`config.mk`:
```
export PLATFORM = sky130hd
export DESIGN_NAME = cipher_stream_controller
export DESIGN_NICKNAME = d
export VERILOG_FILES = /design/src/rtl/cipher_pkg.sv /design/src/rtl/cipher_shift_unit.sv /design/src/rtl/cipher_stream_controller.sv
export SDC_FILE = /design/constraint.sdc
export NUM_CORES = 1
export LEC_CHECK = 0
export BUFFER_PORTS_ARGS = -buffer_cell sky130_fd_sc_hd__buf_2
export CORE_UTILIZATION = 45
export CTS_BUF_LIST = sky130_fd_sc_hd__clkbuf_16
export DETAILED_ROUTE_END_ITERATION = 8
export HOLD_SLACK_MARGIN = 0.08
export PLACE_DENSITY = 0.69
export SYNTH_ARGS = -nofsm -noshare
export SYNTH_HDL_FRONTEND = slang
export SYNTH_HIERARCHICAL = 1
export SYNTH_SLANG_ARGS = --single-unit
```
`constraint.sdc`:
```
create_clock -name clock -period 13.85 [get_ports clock]
set_input_delay 0 -clock clock [delete_from_list [all_inputs] [get_ports clock]]
set_output_delay 0 -clock clock [all_outputs]
set_load 0.02 [all_outputs]
```
`src/rtl/cipher_pkg.sv`:
```
// cipher_pkg: shared ASCII constants, controller state encoding and letter test
package cipher_pkg;
    localparam logic [7:0] ASCII_A  = 8'h41;
    localparam logic [7:0] ASCII_Z  = 8'h5A;
    localparam logic [5:0] ALPHABET = 6'd26;
    localparam logic [1:0] IDLE  = 2'd0;
    localparam logic [1:0] RUN   = 2'd1;
    localparam logic [1:0] DRAIN = 2'd2;
    function automatic logic is_upper(input logic [7:0] c);
        return (c >= ASCII_A) && (c <= ASCII_Z);
    endfunction
endpackage

```
`src/rtl/cipher_shift_unit.sv`:
```
// cipher_shift_unit: combinational Caesar/Vigenere letter shift; non-letters pass through
module cipher_shift_unit
    import cipher_pkg::*;
#(
    parameter int CHAR_W = 8
) (
    input  logic [CHAR_W-1:0] i_char,
    input  logic [4:0]        i_shift,
    input  logic              i_decrypt,
    output logic [CHAR_W-1:0] o_char
);
    logic       w_letter;
    logic [5:0] w_pos;
    logic [5:0] w_sum;
    logic [5:0] w_wrap;
    assign w_letter = (i_char >= CHAR_W'(ASCII_A)) && (i_char <= CHAR_W'(ASCII_Z));
    assign w_pos    = 6'(i_char - CHAR_W'(ASCII_A));
    // Decrypt adds the complement so the sum never goes negative; one conditional subtract wraps both paths
    assign w_sum    = i_decrypt ? w_pos + ALPHABET - {1'b0, i_shift} : w_pos + {1'b0, i_shift};
    assign w_wrap   = (w_sum >= ALPHABET) ? w_sum - ALPHABET : w_sum;
    assign o_char   = w_letter ? CHAR_W'(ASCII_A) + CHAR_W'(w_wrap) : i_char;
endmodule

```
`src/rtl/cipher_stream_controller.sv`:
```
// cipher_stream_controller: sequences a valid/ready character stream through one shared shift unit
module cipher_stream_controller
    import cipher_pkg::*;
#(
    parameter int KEY_CHARS = 10,
    parameter int CHAR_W    = 8
) (
    input  logic                   clock,
    input  logic                   reset,
    input  logic                   load,
    input  logic                   stop,
    input  logic                   mode,
    input  logic                   decrypt,
    input  logic [4:0]             shiftCount,
    input  logic [8*KEY_CHARS-1:0] keyInput,
    input  logic [3:0]             keyLength,
    input  logic                   inValid,
    input  logic [CHAR_W-1:0]      inChar,
    output logic                   inReady,
    output logic                   outValid,
    output logic [CHAR_W-1:0]      outChar,
    input  logic                   outReady,
    output logic                   busy,
    output logic                   keyError
);
    logic [1:0]             r_state;
    logic                   r_mode;
    logic                   r_decrypt;
    logic [4:0]             r_shift;
    logic [8*KEY_CHARS-1:0] r_key;
    logic [3:0]             r_key_len;
    logic [3:0]             r_key_ptr;
    logic                   r_out_valid;
    logic [CHAR_W-1:0]      r_out_char;
    logic                   r_key_error;
    logic                   w_key_bad;
    logic                   w_cfg_ok;
    logic [7:0]             w_key_byte;
    logic [4:0]             w_shift;
    logic                   w_xfer;
    logic                   w_in_letter;
    logic [3:0]             w_ptr_next;
    logic [CHAR_W-1:0]      w_out_char;
    always_comb begin
        w_key_bad  = 1'b0;
        w_key_byte = 8'h00;
        for (int i = 0; i < KEY_CHARS; i++) begin
            if (i < int'(keyLength) && !is_upper(keyInput[8*i +: 8])) w_key_bad = 1'b1;
            if (4'(i) == r_key_ptr) w_key_byte = r_key[8*i +: 8];
        end
        w_cfg_ok = (keyLength != 4'd0) && (int'(keyLength) <= KEY_CHARS) &&
                   (mode ? !w_key_bad : shiftCount <= 5'd25);
    end
    assign w_shift     = r_mode ? 5'(w_key_byte - ASCII_A) : r_shift;
    assign inReady     = (r_state == RUN) && (!r_out_valid || outReady);
    assign w_xfer      = inValid && inReady;
    assign w_in_letter = (inChar >= CHAR_W'(ASCII_A)) && (inChar <= CHAR_W'(ASCII_Z));
    assign w_ptr_next  = (r_key_ptr == r_key_len - 4'd1) ? 4'd0 : r_key_ptr + 4'd1;
    cipher_shift_unit #(.CHAR_W(CHAR_W)) u_shift (
        .i_char    (inChar),
        .i_shift   (w_shift),
        .i_decrypt (r_decrypt),
        .o_char    (w_out_char)
    );
    // Transfers always use the registered config, so a load in the same cycle affects only later characters
    always_ff @(posedge clock or posedge reset) begin
        if (reset) begin
            r_state     <= IDLE;
            r_mode      <= 1'b0;
            r_decrypt   <= 1'b0;
            r_shift     <= 5'd0;
            r_key       <= '0;
            r_key_len   <= 4'd0;
            r_key_ptr   <= 4'd0;
            r_out_valid <= 1'b0;
            r_out_char  <= '0;
            r_key_error <= 1'b0;
        end else begin
            if (w_xfer) begin
                r_out_valid <= 1'b1;
                r_out_char  <= w_out_char;
            end else if (outReady) begin
                r_out_valid <= 1'b0;
            end
            if (w_xfer && r_mode && w_in_letter) r_key_ptr <= w_ptr_next;
            if (load && r_state != DRAIN) begin
                r_key_error <= !w_cfg_ok;
                if (w_cfg_ok) begin
                    r_mode    <= mode;
                    r_decrypt <= decrypt;
                    r_shift   <= shiftCount;
                    r_key     <= keyInput;
                    r_key_len <= keyLength;
                    r_key_ptr <= 4'd0;
                    r_state   <= RUN;
                end
            end else if (r_state == RUN && stop) begin
                r_state <= DRAIN;
            end else if (r_state == DRAIN && (!r_out_valid || outReady)) begin
                r_state <= IDLE;
            end
        end
    end
    assign outValid = r_out_valid;
    assign outChar  = r_out_char;
    assign busy     = r_state != IDLE;
    assign keyError = r_key_error;
endmodule
```
==> reports/results.txt <==
Outcome: completed
Post-synth EDFFs: 0
Initial drt markers: 439
Syn Nets: 820
DR pass1 iterations: 5
Final WL: 17.10 mm
Commonest cells in the netlist: nand2_1, dfrtp_1, o22ai_1
RSZ-0062 raised after global routing: no
Total congestion overflow: 0
Post-synth top flop: dfrtp_1
Die Y: 115.2 um
Post-synth ARST share: 100.0%
Final worst path period share: 43.55%
Seq pwr share: 33.9%
Worst EP arrival: 6.26 ns
Syn Std Cell Area: 5763 um2
Comb power frac: 42.2%
IO Pins: 117
CP max FO: 23
Finished Layout Cells: 1,015
P_sw: 353.6 uW
Largest net degree at the start of global routing: 78
Hold Vio Cnt, Final: 0
Flop and latch count out of synthesis: 77
Area occupied by multi-input gates: 3531 um2
CTS tree: built
Leak: 3.221 nW
Total Nets Final: 975
H-tree Lvls: 3
Power Total: 953.7 uW
Slowest cell on crit path: ha_1
Cells after Synth: 687
Number of I/O port buffers: 116
CP max stage delay: 0.65 ns
Kind of cell adding the most delay to the critical path: adder cells
Synth top area share: 33.43%
Total CTS buffers: 9
CP bufs+invs: 1
Cell mode on critical path: ha_1
Post-CTS Setup Inserts: 0
Root buffer cell: clkbuf_16
Placer Congestion: 0.9085
Cell Pwr Density: 130.4 nW/um2
Core Region: 12,260 um2
Clk buf depth: 2
Most frequent cell after synthesis: nand2_1
Vias per cell: 5.616
Mapped Avg Cell Area: 8.389 um2
Vias in the first global route: 5,555
Yosys cell types: 81
Tmin final: 6.031 ns
Register area: 1927 um2
VDD IR max: 0.05352 mV
Slew Limit Headroom: 22.78%
DP Area: 6387 um2
Internal: 600.0 uW
Global Route Usage Sum: 26.92%
Clock power frac: 23.9%
Worst Tran Pin Value: 1.158 ns
Skew final: 0.007239 ns
Synth area leaders: dfrtp_1, nand2_1, o22ai_1
Initial antenna violation count: 0
Setup crit start kind: flop
Area growth from synthesis to layout: 26.88%
Row Count: 40
ANT cells: 0
Register area share after synthesis: 33.43%
Final Instance Area: 7312 um2
MaxCap Viol Count: 0
Post-synth top area cell: dfrtp_1
Die area: 13,260 um2
First-pass GRT wire length: 27.50 mm
Worst-path cell chain: inv_1, ha_1, nor2b_1, a221oi_1, o32ai_1, a31oi_1, ha_1, a21oi_1, ha_1, ha_1, fa_1, xor2_1, a22oi_1, a21oi_4, a211oi_4, xor2_1, ha_1, mux2_2, mux2_2
Critical path class: flop to flop
WL per Instance: 16.85 um
Setup TNS: 0 ns
Worst setup EP type: flop
Placed cell count: 935
Post-DRT Antenna Nets: 0
Clock sink count: 77
Clock slew at reported path FFs: 0.06 ns
Via count: 5,700
Ys Warns: 6
Setup violators final: 0
Die width: 115.2 um
Peak Freq: 165.8 MHz
Post-DP HPWL: 11.75 mm
Initial Util: 47.00%
Final Max Tran Viols: 0
Worst-Skew Late Latency: 0.34 ns
Sw Ratio: 37.08%
Layout fillers: 1,081
Hold Path Class: primary input to flop
WP data required: 14.07 ns
# DRC: 0
Fraction of layout cells with a size suffix above 1: 22.20%
-- flip-flops by register name (all words and copies together), names as in the netlist --
register and flops:
r_state 2, outValid 1, r_key 50, r_mode 1
r_shift 5, outChar 8, r_decrypt 1, r_key_len 4
keyError 1, r_key_ptr 4
-- cells in the final DEF (no fill, tap or decap), types with 5 or more instances in the layout --
master         instances
or4_1                  7
mux2_2                14
xnor2_1               14
nor2b_1                8
o22ai_1               54
ha_1                  26
dfrtp_1               77
nor3_1                14
buf_4                  5
a21o_1                 5
nor3b_1                5
o21ai_1                5
nand2b_1              10
buf_2                116
o22ai_2               12
xor2_1                 7
inv_1                 27
clkbuf_16              9
o31ai_1                5
a21oi_1               37
mux2i_1                8
nand3_1                9
dlygate4sd3_1         64
nor2_1                29
nand2_1              161
a31oi_1                5
nand3b_1               6
o21ai_0               13
-- per-stage QoR --
step                hold WS [ns]  utilization [%]  setup WS, ns
floorplan                 0.1451                -         8.607
global placement          0.2600            52.09         8.111
detailed placement        0.2671            52.09         7.947
CTS                      0.08572            59.63         7.900
global route              0.1079            59.63         7.326
finish                   0.08917            59.63         7.819
-- worst paths after layout --
| kind | slack [ns] | depth (start not counted) | startpoint | end |
|---|---|---|---|---|
| worst max-delay path | 7.82 | 19 | r_key_ptr[1]$_DFF_PP0_ | outChar[1]$_DFFE_PP0P_ |
| worst min-delay path | 0.09 | 4 | inChar[5] | outChar[5]$_DFFE_PP0P_ |
| worst min register to register | 0.50 | 1 | outChar[7]$_DFFE_PP0P_ | outChar[7]$_DFFE_PP0P_ |
| max in group asynchronous | 12.69 | 4 | reset | outChar[1]$_DFFE_PP0P_ |
| worst max register to register | 7.82 | 19 | r_key_ptr[1]$_DFF_PP0_ | outChar[1]$_DFFE_PP0P_ |
| min in group asynchronous | 0.52 | 4 | reset | r_key[64]$_DFFE_PP0P_ |
-- tightest hold or removal path, stage by stage --
cell	delay [ns]
buf_2	0.16
a21oi_1	0.06
nand2_1	0.05
mux2_2	0.13
-- layer usage --
metal	vias up	wire (um)	share of wire, %	global-route usage (%)
met1	2728	7791	46	35.84
li1	2772	-	-	-
met3	29	723	4.2	4.112
met4	0	359	2.1	8.918
met5	-	0	0	0
met2	171	8229	48	44.82
-- layout make-up --
cell class,instances,share of cell area [%]
clock buffer,9,3.080
clock inverter,7,0.8042
inverter,27,1.386
multi-input combinational,542,48.29
sequential,77,26.35
tap,168,2.875
timing repair buffer,185,17.21
-- power by group through the flow --
stage | Sequential [mW] | Clock [mW] | Combinational [mW]
floorplan | 0.323 | 0 | 0.282
detailed placement | 0.326 | 0 | 0.385
finish | 0.323 | 0.228 | 0.403
global placement | 0.325 | 0 | 0.375
CTS | 0.322 | 0.232 | 0.402
global route | 0.329 | 0.242 | 0.448
-- repair_timing --
action / CTS / global route
hold buffers: 64 / 0
setup endpoints to repair: 0 / 0
gates resized for setup: 0 / 0
endpoints found under the hold margin: 141 / 0
-- kinds of logic (layout without fill, tap and decap cells) --
group                    count (synthesis)  after routing  share of synthesized area [%]
AND/OR/NAND/NOR                        285            285                          23.71
XOR/XNOR                                22             22                          3.582
adder cells (fa/ha/maj)                 28             28                          6.340
AO/OA/AOI/OAI                          185            185                          23.36
buffers and inverters                   68            228                          5.449
flip-flops                              77             77                          33.43
multiplexers                            22             22                          4.125
(Power assumes the default switching activity.)
